`src/rtl/mem_arb_pkg.sv`:
```
// Shared encodings for the IF/MS memory port arbiter.
package mem_arb_pkg;

    typedef enum logic [1:0] {
        ARB_IDLE = 2'd0,
        ARB_WAIT = 2'd1,
        ARB_RESP = 2'd2
    } arb_state_t;

    localparam logic OWN_IF = 1'b0;
    localparam logic OWN_MS = 1'b1;

    // Bit positions inside the grant vector produced by arb_prio_sel.
    localparam int unsigned GNT_IF = 0;
    localparam int unsigned GNT_MS = 1;

endpackage

```
`src/rtl/arb_prio_sel.sv`:
```
// Combinational winner selection: MS over IF unless the starvation limit is hit.
module arb_prio_sel
    import mem_arb_pkg::*;
(
    input  logic       if_req,
    input  logic       ms_req,
    input  logic       starve_hit,
    output logic [1:0] grant
);

    logic if_forced;

    always_comb begin
        if_forced     = if_req && starve_hit;
        grant         = '0;
        grant[GNT_MS] = ms_req && !if_forced;
        grant[GNT_IF] = if_req && (!ms_req || if_forced);
    end

endmodule

```
`src/rtl/mem_port_arbiter.sv`:
```
// Arbitrates IF and MS requesters onto one single-port, fixed-latency memory.
// Define MEM_ARB_STARVE_GUARD_EN to add the IF anti-starvation counter.
module mem_port_arbiter
    import mem_arb_pkg::*;
#(
    parameter int unsigned MEM_LAT    = 1,
    parameter int unsigned STARVE_MAX = 4
) (
    input  logic        clk,
    input  logic        rst,
    input  logic        if_req,
    input  logic [31:0] if_addr,
    output logic        if_gnt,
    output logic        if_rvalid,
    output logic [31:0] if_rdata,
    input  logic        if_rready,
    input  logic        ms_req,
    input  logic        ms_we,
    input  logic [3:0]  ms_wstrb,
    input  logic [31:0] ms_addr,
    input  logic [31:0] ms_wdata,
    output logic        ms_gnt,
    output logic        ms_rvalid,
    output logic [31:0] ms_rdata,
    input  logic        ms_rready,
    output logic        mem_en,
    output logic        mem_we,
    output logic [3:0]  mem_wstrb,
    output logic [31:0] mem_addr,
    output logic [31:0] mem_wdata,
    input  logic [31:0] mem_rdata
);

    localparam logic [2:0] LAT_INIT = 3'(MEM_LAT - 1);

    arb_state_t  state, state_nxt;
    logic        owner;
    logic        is_store;
    logic [2:0]  lat_cnt;
    logic [31:0] rdata_q;
    logic        starve_hit;
    logic [1:0]  grant;
    logic        any_gnt;
    logic        owner_rready;

    arb_prio_sel u_prio (
        .if_req     (if_req),
        .ms_req     (ms_req),
        .starve_hit (starve_hit),
        .grant      (grant)
    );

    // Grants are combinational, so they must also be masked while reset is held.
    assign any_gnt      = (state == ARB_IDLE) && !rst && (|grant);
    assign owner_rready = (owner == OWN_MS) ? ms_rready : if_rready;

`ifdef MEM_ARB_STARVE_GUARD_EN
    logic [2:0] starve_cnt;

    assign starve_hit = (starve_cnt == 3'(STARVE_MAX));

    always_ff @(posedge clk or posedge rst) begin
        if (rst) begin
            starve_cnt <= '0;
        end else if (any_gnt) begin
            if (grant[GNT_MS] && if_req)
                starve_cnt <= starve_hit ? starve_cnt : starve_cnt + 3'd1;
            else
                starve_cnt <= '0;
        end
    end
`else
    assign starve_hit = 1'b0;
`endif

    always_ff @(posedge clk or posedge rst) begin
        if (rst) state <= ARB_IDLE;
        else     state <= state_nxt;
    end

    always_comb begin
        state_nxt = state;
        case (state)
            ARB_IDLE: if (any_gnt)         state_nxt = ARB_WAIT;
            ARB_WAIT: if (lat_cnt == '0)   state_nxt = ARB_RESP;
            ARB_RESP: if (owner_rready)    state_nxt = ARB_IDLE;
            default:                       state_nxt = ARB_IDLE;
        endcase
    end

    always_comb begin
        if_gnt    = any_gnt && grant[GNT_IF];
        ms_gnt    = any_gnt && grant[GNT_MS];
        mem_en    = any_gnt;
        mem_we    = ms_gnt && ms_we;
        mem_wstrb = ms_gnt ? ms_wstrb : '0;
        mem_wdata = ms_gnt ? ms_wdata : '0;
        mem_addr  = ms_gnt ? ms_addr : (if_gnt ? if_addr : '0);
        if_rvalid = (state == ARB_RESP) && (owner == OWN_IF);
        ms_rvalid = (state == ARB_RESP) && (owner == OWN_MS);
        if_rdata  = if_rvalid ? rdata_q : '0;
        ms_rdata  = ms_rvalid ? rdata_q : '0;
    end

    always_ff @(posedge clk or posedge rst) begin
        if (rst) begin
            owner    <= OWN_IF;
            is_store <= 1'b0;
            lat_cnt  <= '0;
            rdata_q  <= '0;
        end else begin
            case (state)
                ARB_IDLE: begin
                    if (any_gnt) begin
                        owner    <= grant[GNT_MS] ? OWN_MS : OWN_IF;
                        is_store <= grant[GNT_MS] && ms_we;
                        lat_cnt  <= LAT_INIT;
                    end
                end
                ARB_WAIT: begin
                    if (lat_cnt == '0) rdata_q <= is_store ? '0 : mem_rdata;
                    else               lat_cnt <= lat_cnt - 3'd1;
                end
                default: ;
            endcase
        end
    end

endmodule

```
`config.mk`:
```
export PLATFORM = sky130hd
export DESIGN_NAME = mem_port_arbiter
export DESIGN_NICKNAME = d
export VERILOG_FILES = /design/src/rtl/mem_arb_pkg.sv /design/src/rtl/arb_prio_sel.sv /design/src/rtl/mem_port_arbiter.sv
export SDC_FILE = /design/constraint.sdc
export NUM_CORES = 1
export LEC_CHECK = 0
export BUFFER_PORTS_ARGS = -buffer_cell sky130_fd_sc_hd__buf_2
export CORE_AREA = 2 2 109 111
export CTS_CLUSTER_SIZE = 20
export DETAILED_ROUTE_END_ITERATION = 16
export DIE_AREA = 0 0 111 113
export PLACE_DENSITY_LB_ADDON = 0.1
export SLEW_MARGIN = 10
export SYNTH_ARGS = -nofsm -noshare
export SYNTH_HDL_FRONTEND = slang
export SYNTH_SLANG_ARGS = --single-unit
```
`constraint.sdc`:
```
create_clock -name clk -period 3.1 [get_ports clk]
set_input_delay 0.155 -clock clk [delete_from_list [all_inputs] [get_ports clk]]
set_output_delay 0.155 -clock clk [all_outputs]
set_load 0.005 [all_outputs]
```
==> results of run 1 <==
## cells by family after synthesis
logic type | synth area share, %
and+or+nand+nor | 38.1
AOI/OAI and AO/OA | 18.3
DFF | 37.1
buffers and inverters | 5.19
adders and majority gates | 0.951
muxes | 0.381
## metal layers
layer,global-route usage (%),part of all wire (%)
met5,0,0
met4,4.33,0.85
met3,4.77,8.6
met2,28.4,51
met1,18.9,40
## stage by stage
| step | util, % | worst slack [ns] |
|---|---|---|
| finish | 38.3 | 0.880 |
| global route | 38.3 | 0.773 |
| CTS | 38.2 | 0.851 |
| detailed placement | 36.7 | 1.11 |
| global placement | 36.7 | 1.17 |
| floorplan | - | 1.50 |
## worst paths after layout
kind	from	end	slack, ns	cells past startpoint
worst min register to register	lat_cnt[0]	lat_cnt[0]	0.48	1
max in group asynchronous	rst	rdata_q[0]	2.70	3
worst min-delay path	rst	is_store	0.04	3
worst max register to register	lat_cnt[0]	rdata_q[15]	1.18	6
worst max-delay path	state[0]	mem_addr[14]	0.88	5
min in group clk	mem_rdata[26]	rdata_q[26]	0.12	3
## synthesized netlist by cell type
master | instances | area [sq um]
nand2b_1 | 1 | 6.26
nor2b_1 | 1 | 6.26
ha_1 | 2 | 25.0
and3b_1 | 1 | 8.76
nand2_1 | 65 | 244
mux2i_1 | 1 | 10.0
buf_2 | 1 | 5.00
or4b_2 | 1 | 10.0
or3b_2 | 1 | 8.76
nand4bb_1 | 1 | 11.3
inv_1 | 6 | 22.5
a22o_1 | 32 | 280
or3_4 | 1 | 11.3
o221ai_1 | 1 | 8.76
buf_4 | 3 | 22.5
dfrtp_1 | 39 | 976
o21bai_1 | 1 | 7.51
and2_1 | 101 | 632
o22ai_1 | 2 | 12.5
nor3b_1 | 1 | 7.51
o21ai_0 | 33 | 165
o211ai_1 | 1 | 7.51
or2_2 | 1 | 6.26
nor3b_4 | 1 | 18.8
clkbuf_1 | 23 | 86.3
nor2_1 | 4 | 15.0
nor4b_2 | 1 | 15.0
## sequential cells by signal, summed over array words and instances, names as in the netlist
register	flops
state	2
is_store	1
lat_cnt	3
owner	1
rdata_q	32
## cells in the final DEF (no fill, tap or decap), types with 2 or more instances in the layout
cell type  synthesis  routed
a22o_1            32      32
o21ai_0           33      33
o22ai_1            2       2
clkbuf_16          0       5
diode_2            0       2
ha_1               2       2
nand2_1           65      65
dfrtp_1           39      39
nor2_1             4       4
buf_2              1     276
and2_1           101     101
buf_4              3       5
inv_1              6       6
## where the power goes
part           total [W]  switching, W  internal (W)
clock           0.000595      0.000195      0.000400
sequential      0.000902      0.000164      0.000738
combinational    0.00104      0.000567      0.000476
total            0.00254      0.000925       0.00161
## worst register-to-register path, cell delays in order (launching register included)
cell,delay [ns]
dfrtp_1,0.39
inv_1,0.08
ha_1,0.19
nand4bb_2,0.50
buf_4,0.45
nand2_1,0.10
o21ai_0,0.08
## area by class of cell
type,instances,share of cell area (%)
Clock buffer,6,3.22
Inverter,6,0.522
Sequential cell,39,22.6
Clock inverter,2,0.813
Tap cell,143,4.15
Multi-Input combinational cell,254,35.6
Timing Repair Buffer,281,32.9
Antenna cell,2,0.116
==> impl_metrics.env, run 1 <==
export IMPL_coreArea_sq_um=11300
export IMPL_grt_pass1_wl_mm=16.2
export IMPL_arrival_ns=2.07
export IMPL_grt_max_degree=72
export IMPL_total_power_w=0.00254
export IMPL_hpwlAfterDp_mm=8.56
export IMPL_die_area_sq_um=12500
export IMPL_synthesis_area_sq_um=2630
export IMPL_slew_headroom_pct=32.9
export IMPL_cts_setup_buffers=0
export IMPL_crit_fanout=34
export IMPL_drv_slew=0
export IMPL_yosysSeqAreaShare_pct=37.1
export IMPL_root_buffer="clkbuf_16"
export IMPL_yosysWarnings=0
export IMPL_dp_cells=723
export IMPL_drv_cap=0
export IMPL_period_minus_slack_ns=2.22
export IMPL_antenna_found_initial=3
export IMPL_tightest_slew_ns=1.00
export IMPL_fin_area_sq_um=4310
export IMPL_critPathRequiredTime_ns=2.94
export IMPL_ant_nets=0
export IMPL_cts_hold_buf=0
export IMPL_ys_ff_latch=39
export IMPL_power_density_nw_per_um2=589
export IMPL_syn_num_nets=467
export IMPL_drive_gt1_share_pct=50.5
export IMPL_drtPass1Iterations=4
export IMPL_leakage_nw=2.61
export IMPL_fin_crit_sh_pct=71.6
export IMPL_dpl_cell_area_sq_um=4130
export IMPL_grt_setup_unrepaired="false"
export IMPL_viasPerCell=4.25
export IMPL_overflow=0
export IMPL_crit_chain="or3_4 > nor3b_4 > buf_4 > a22o_1 > buf_2"
export IMPL_finalSetupTns_ns=0
export IMPL_cts_clk_slew_worst_paths_ns=0.06
export IMPL_numPortBuffers=276
export IMPL_cts_buffers=5
export IMPL_multi_input_area_sq_um=1540
export IMPL_cts_max_path_buffers=2
export IMPL_io_pins=277
export IMPL_endpoint_kind="primary output"
export IMPL_ir_worst_vdd_uv=218
export IMPL_syn_avg_cell_area_sq_um=8.07
export IMPL_netlist_instances=326
export IMPL_n_fill_cell=1226
export IMPL_hold_slack_ns=0.0358
export IMPL_num_rows=39
export IMPL_final_cells=733
export IMPL_cp_top_family="simple AND/OR/NAND/NOR gates"
export IMPL_fmax_mhz=450
export IMPL_slowest_delay_ns=0.46
export IMPL_start_util_pct=23.3
export IMPL_fin_nets=728
export IMPL_cp_start_kind="flop"
export IMPL_crit_buf_inv=2
export IMPL_hold_path_class="in -> async"
export IMPL_area_growth_pct=63.9
export IMPL_tritoncts="built"
export IMPL_die_h_microns=113
export IMPL_cts_resized=0
export IMPL_ys_types=27
export IMPL_routedWlPerCell_microns=14.5
export IMPL_clkLatencyLatePin_ns=0.27
export IMPL_die_w_microns=111
export IMPL_report_final_hold_viol_count=0
export IMPL_grt_total_usage_pct=16.0
export IMPL_cts_sinks=39
export IMPL_drc=0
export IMPL_totalWireLength_mm=10.7
export IMPL_outcome="complete, no violations"
export IMPL_path_class="reg -> out"
export IMPL_grt_pass1_vias=2942
export IMPL_regArea_sq_um=976
export IMPL_cts_max_level=2
export IMPL_vias=3115
export IMPL_fin_skew_ns=0.00389
export IMPL_place_gp_congestion=0.778
export IMPL_setup_viol=0
export IMPL_drt_iter0_markers=143
export IMPL_crit_slowest_cell="dfrtp_1"
No activity file was read; power rests on OpenSTA's default activity.
==> run 2, diff against run 1 <==
==> constraint.sdc (replaced) <==
create_clock -name clk -period 2.2 [get_ports clk]
set_input_delay 0.11 -clock clk [delete_from_list [all_inputs] [get_ports clk]]
set_output_delay 0.11 -clock clk [all_outputs]
set_load 0.005 [all_outputs]
==> run 2 against run 1 <==
- the flow now finishes with violations (hold timing)
- first-iteration DRC count down 4.9%
- sequential cell count unchanged
- register-to-register slack worse by 0.54 ns
- count of clock-buffer cells in the layout unchanged
- critical path depth unchanged
- utilization up 0.46 points
- sequential power up 41%
- critical endpoint is now mem_addr[31]
==> impl_metrics.env, run 2 (synthesized netlist as in run 1, its figures left out) <==
export IMPL_seq_power_share_pct=34.7
export IMPL_arrival_ns=1.95
export IMPL_cts_max_level=2
export IMPL_p_sw_share_pct=36.4
export IMPL_crit_fanout=34
export IMPL_tritoncts="built"
export IMPL_endpoint_kind="primary output"
export IMPL_tightest_slew_ns=0.520
export IMPL_crit_chain="or3_4 > nor3b_4 > buf_6 > a22o_1 > buf_2"
export IMPL_reg_top3="rdata_q (32), lat_cnt (3), state (2)"
export IMPL_switching_power_w=0.00133
export IMPL_die_w_microns=111
export IMPL_cts_hold_buf=0
export IMPL_ant_nets=0
export IMPL_slowest_delay_ns=0.46
export IMPL_overflow=0
export IMPL_totalWireLength_mm=10.7
export IMPL_viasPerCell=4.30
export IMPL_hold_path_class="in -> async"
export IMPL_fin_skew_ns=0.00337
export IMPL_grt_max_degree=72
export IMPL_cts_max_path_buffers=2
export IMPL_grt_pass1_vias=3043
export IMPL_fmax_mhz=486
export IMPL_cts_clk_slew_worst_paths_ns=0.06
export IMPL_routed_top_layer="met5"
export IMPL_critPathRequiredTime_ns=2.09
export IMPL_wl_met1_mm=4.16
export IMPL_crit_slowest_cell="dfrtp_1"
export IMPL_place_gp_congestion=0.809
export IMPL_die_area_sq_um=12500
export IMPL_final_common_cell="buf_2"
export IMPL_grt_total_usage_pct=16.3
export IMPL_setup_viol=0
export IMPL_start_util_pct=23.3
export IMPL_routedWlPerCell_microns=14.6
export IMPL_final_cells=736
export IMPL_outcome="finished with violations"
export IMPL_leakage_nw=2.64
export IMPL_finalSetupTns_ns=0
export IMPL_ir_worst_vdd_uv=386
export IMPL_numPortBuffers=276
export IMPL_hpwlAfterDp_mm=8.73
export IMPL_grt_pass1_wl_mm=16.3
export IMPL_coreArea_sq_um=11300
export IMPL_drt_iter0_markers=136
export IMPL_grt_setup_unrepaired="false"
export IMPL_wl_met3_microns=895
export IMPL_report_final_hold_viol_count=10
export IMPL_r2r_slack_ns=0.64
export IMPL_slew_headroom_pct=65.3
export IMPL_wl_met2_mm=5.54
export IMPL_top_register="rdata_q"
export IMPL_drtPass1Iterations=4
export IMPL_power_density_nw_per_um2=838
export IMPL_cts_sinks=39
export IMPL_fin_nets=731
export IMPL_vias=3167
export IMPL_drive_gt1_share_pct=50.8
export IMPL_cts_buffers=5
export IMPL_power_share_clock_pct=23.2
export IMPL_drc=0
export IMPL_clkLatencyLatePin_ns=0.28
export IMPL_antenna_found_initial=3
export IMPL_largest_reg_flops=32
export IMPL_layout_common_cells="buf_2, and2_1, nand2_1"
export IMPL_die_h_microns=113
export IMPL_combPwrFrac_pct=42.1
export IMPL_drv_cap=0
export IMPL_period_minus_slack_ns=2.06
export IMPL_cp_start_kind="flop"
export IMPL_failed_checks="hold timing"
export IMPL_fin_crit_sh_pct=93.6
export IMPL_num_rows=39
export IMPL_path_class="reg -> out"
export IMPL_dp_cells=726
export IMPL_drv_slew=0
export IMPL_io_pins=277
export IMPL_internal_power_w=0.00233
export IMPL_root_buffer="clkbuf_16"
export IMPL_area_growth_pct=65.9
export IMPL_hold_slack_ns=-0.0132
run 2: changes by cell type in the layout (fill, tap and decap cells not counted), sizes merged:
cell,change
buf,+3
run 2: per-stage QoR:
step	setup WS (ns)	instance area [sq um]	util [%]	hold WS [ns]	power (W)
after floorplan	0.649	2630	-	0.244	0.00215
after global placement	0.426	4180	37.1	0.317	0.00283
after detailed placement	0.381	4180	37.1	0.316	0.00286
after CTS	0.0602	4350	38.6	0.0170	0.00373
after global routing	0.0522	4360	38.7	0.0452	0.00401
final	0.142	4360	38.7	-0.0132	0.00366
run 2: power groups by stage:
stage	clock network [W]	logic, W	registers, W
final	0.000849	0.00154	0.00127
after detailed placement	0	0.00157	0.00129
after global placement	0	0.00156	0.00127
after CTS	0.000872	0.00158	0.00128
after floorplan	0	0.000962	0.00119
after global routing	0.000910	0.00178	0.00132
run 2: worst paths after layout:
path                            start           end  depth (start not counted)
hold / removal                    rst      state[0]                          3
hold reg to reg            lat_cnt[0]    lat_cnt[0]                          1
setup reg to reg             state[0]         owner                          4
setup / recovery             state[0]  mem_addr[31]                          5
min in group clk            if_rready      state[1]                          2
max in group asynchronous         rst   rdata_q[20]                          3
run 2: cell type report:
cell class / count / area (sq um)
Timing Repair Buffer: 284 / 1470
Fill cell: 1215 / 6910
Clock buffer: 6 / 139
Inverter: 6 / 22.5
Antenna cell: 2 / 5.00
Tap cell: 143 / 179
Clock inverter: 2 / 35.0
Sequential cell: 39 / 976
Multi-Input combinational cell: 254 / 1540
run 2: layer usage:
metal	track usage [%]	vias to the layer above
met5	0	-
met4	5.67	2
met3	4.71	8
met2	30.1	143
met1	17.8	1411
li1	-	1603
run 2: worst max-delay path, delay by kind of cell (launching register included):
kind	cells	cell delay, ns
AO/OA/AOI/OAI	1	0.18
buffers and inverters	2	0.38
flip-flops	1	0.46
AND/OR/NAND/NOR	2	0.63
run 2: timing repair:
| action | CTS | global route |
|---|---|---|
| setup buffers | 0 | 0 |
| gates resized for setup | 0 | 1 |
| setup endpoints to repair | 0 | 31 |
==> run 3, diff against run 2 <==
==> constraint.sdc (replaced) <==
create_clock -name clk -period 1.91 [get_ports clk]
set_input_delay 0.0955 -clock clk [delete_from_list [all_inputs] [get_ports clk]]
set_output_delay 0.0955 -clock clk [all_outputs]
set_load 0.005 [all_outputs]
==> run 3 against run 2 <==
- the run still ends with hold timing left
- non-clock buffer count up 8
- register-to-register slack worse by 0.31 ns
- die area stayed put
- sequential power up 13%
- cell count increased by 1.4%
==> impl_metrics.env, run 3 (synthesized netlist as in run 1, its figures left out) <==
export IMPL_outcome="finished with violations"
export IMPL_failed_checks="hold timing"
export IMPL_fin_crit_sh_pct=99.6
export IMPL_cts_max_path_buffers=2
export IMPL_hold_slack_ns=-0.0228
export IMPL_crit_slowest_cell="or3_4"
export IMPL_critPathRequiredTime_ns=1.81
export IMPL_clkLatencyLatePin_ns=0.27
export IMPL_n_fill_cell=1205
export IMPL_reg2reg_to="lat_cnt[2]"
export IMPL_r2r_slack_ns=0.33
export IMPL_die_w_microns=111
export IMPL_grt_pass1_vias=3112
export IMPL_tritoncts="built"
export IMPL_cts_sinks=39
export IMPL_slowest_delay_ns=0.41
export IMPL_leakage_nw=2.69
export IMPL_r2r_start="state[1]"
export IMPL_top_register="rdata_q"
export IMPL_antenna_found_initial=4
export IMPL_place_gp_congestion=0.827
export IMPL_hpwlAfterDp_mm=8.67
export IMPL_cp_start_kind="flop"
export IMPL_drv_slew=0
export IMPL_crit_fanout=8
export IMPL_drive_gt1_share_pct=51.4
export IMPL_drv_cap=0
export IMPL_crit_path_start="state[0]"
export IMPL_cts_hold_buf=0
export IMPL_final_util_pct=39.6
export IMPL_drc=0
export IMPL_grt_use_met3_pct=4.12
export IMPL_start_util_pct=23.3
export IMPL_root_buffer="clkbuf_16"
export IMPL_fin_ws_ns=0.00692
export IMPL_io_pins=277
export IMPL_endpoint_kind="primary output"
export IMPL_coreArea_sq_um=11300
export IMPL_drtPass1Iterations=4
export IMPL_fin_nets=739
export IMPL_cts_clk_slew_worst_paths_ns=0.06
export IMPL_report_final_hold_viol_count=13
export IMPL_tightest_slew_ns=0.516
export IMPL_fmax_mhz=525
export IMPL_viasPerCell=4.28
export IMPL_finalSetupTns_ns=0
export IMPL_worstSetupPathDepth=6
export IMPL_rr_worst_depth=4
export IMPL_die_area_sq_um=12500
export IMPL_preCtsSetupSlack_ns=0.325
export IMPL_grt_total_usage_pct=16.2
export IMPL_final_common_cell="buf_2"
export IMPL_largest_reg_flops=32
export IMPL_period_minus_slack_ns=1.90
export IMPL_overflow=0
export IMPL_grt_setup_unrepaired="true"
export IMPL_grt_pass1_wl_mm=16.4
export IMPL_area_growth_pct=69.8
export IMPL_use_met2_pct=28.5
export IMPL_busiest_layer="met2"
export IMPL_slew_headroom_pct=65.6
export IMPL_crit_chain="or3_4 > nor3b_4 > buf_6 > clkbuf_16 > a22o_1 > buf_2"
export IMPL_cts_max_level=2
export IMPL_path_class="reg -> out"
export IMPL_ir_worst_vdd_uv=376
export IMPL_numPortBuffers=276
export IMPL_fin_skew_ns=0.00214
export IMPL_grt_max_degree=72
export IMPL_hold_path_class="in -> async"
export IMPL_setup_viol=0
export IMPL_layout_common_cells="buf_2, and2_1, nand2_1"
export IMPL_drt_iter0_markers=104
export IMPL_cp_top_family="simple AND/OR/NAND/NOR gates"
export IMPL_crit_buf_inv=3
export IMPL_vias=3194
export IMPL_num_rows=39
export IMPL_reg_top3="rdata_q (32), lat_cnt (3), state (2)"
export IMPL_cts_buffers=5
export IMPL_arrival_ns=1.81
export IMPL_power_density_nw_per_um2=952
export IMPL_total_power_w=0.00425
export IMPL_totalWireLength_mm=11.0
export IMPL_routedWlPerCell_microns=14.7
export IMPL_use_met1_pct=19.1
export IMPL_ant_nets=0
export IMPL_die_h_microns=113
export IMPL_crit_end="mem_addr[14]"
run 3: worst min-delay path by stage:
stage                          end  slack (ns)      start  cells after the start
after CTS                 state[1]        0.01        rst                      3
after global routing      state[1]        0.04        rst                      3
final                     state[1]       -0.02        rst                      3
after detailed placement  state[1]        0.30        rst                      3
after global placement    state[1]        0.31        rst                      3
after floorplan           state[1]        0.23  if_rready                      1
run 3: repair_timing:
action | CTS | global route
resized for setup | 0 | 1
setup buffers | 0 | 2
setup endpoints to repair | 0 | 46
hold endpoints to repair | 0 | 0
run 3: per-stage QoR:
step	hold slack, ns	std cells	instance area [sq um]
5_1_grt	0.0427	746	4470
6_report	-0.0228	746	4470
4_1_cts	0.00962	737	4380
3_5_place_dp	0.300	729	4200
2_1_floorplan	0.230	326	2630
3_3_place_gp	0.308	729	4200
run 3: final cells by class:
type	instances	area, sq um	share of cell area (%)
flip-flops and latches	39	976	21.8
repair buffers	292	1570	35.1
clock buffers	6	139	3.11
inverters	6	22.5	0.504
well taps	143	179	4.01
clock inverters	2	35.0	0.784
diodes	4	10.0	0.224
multi-input cells	254	1540	34.4
run 3: tightest hold or removal path, cell delays in order:
cell	delay [ns]
buf_2	0.13
inv_1	0.06
buf_4	0.42
run 3: per-layer routing:
metal  share of wire [%]  vias up
li1                    -     1619
met1                  40     1405
met2                  50      157
met3                 7.3       13
met4                 2.1        0
met5                   0        -
run 3: report_power, final:
group | total [W] | switching (W) | internal [W]
clock network | 0.000960 | 0.000311 | 0.000649
logic | 0.00186 | 0.000986 | 0.000872
registers | 0.00143 | 0.000236 | 0.00120
total | 0.00425 | 0.00153 | 0.00272
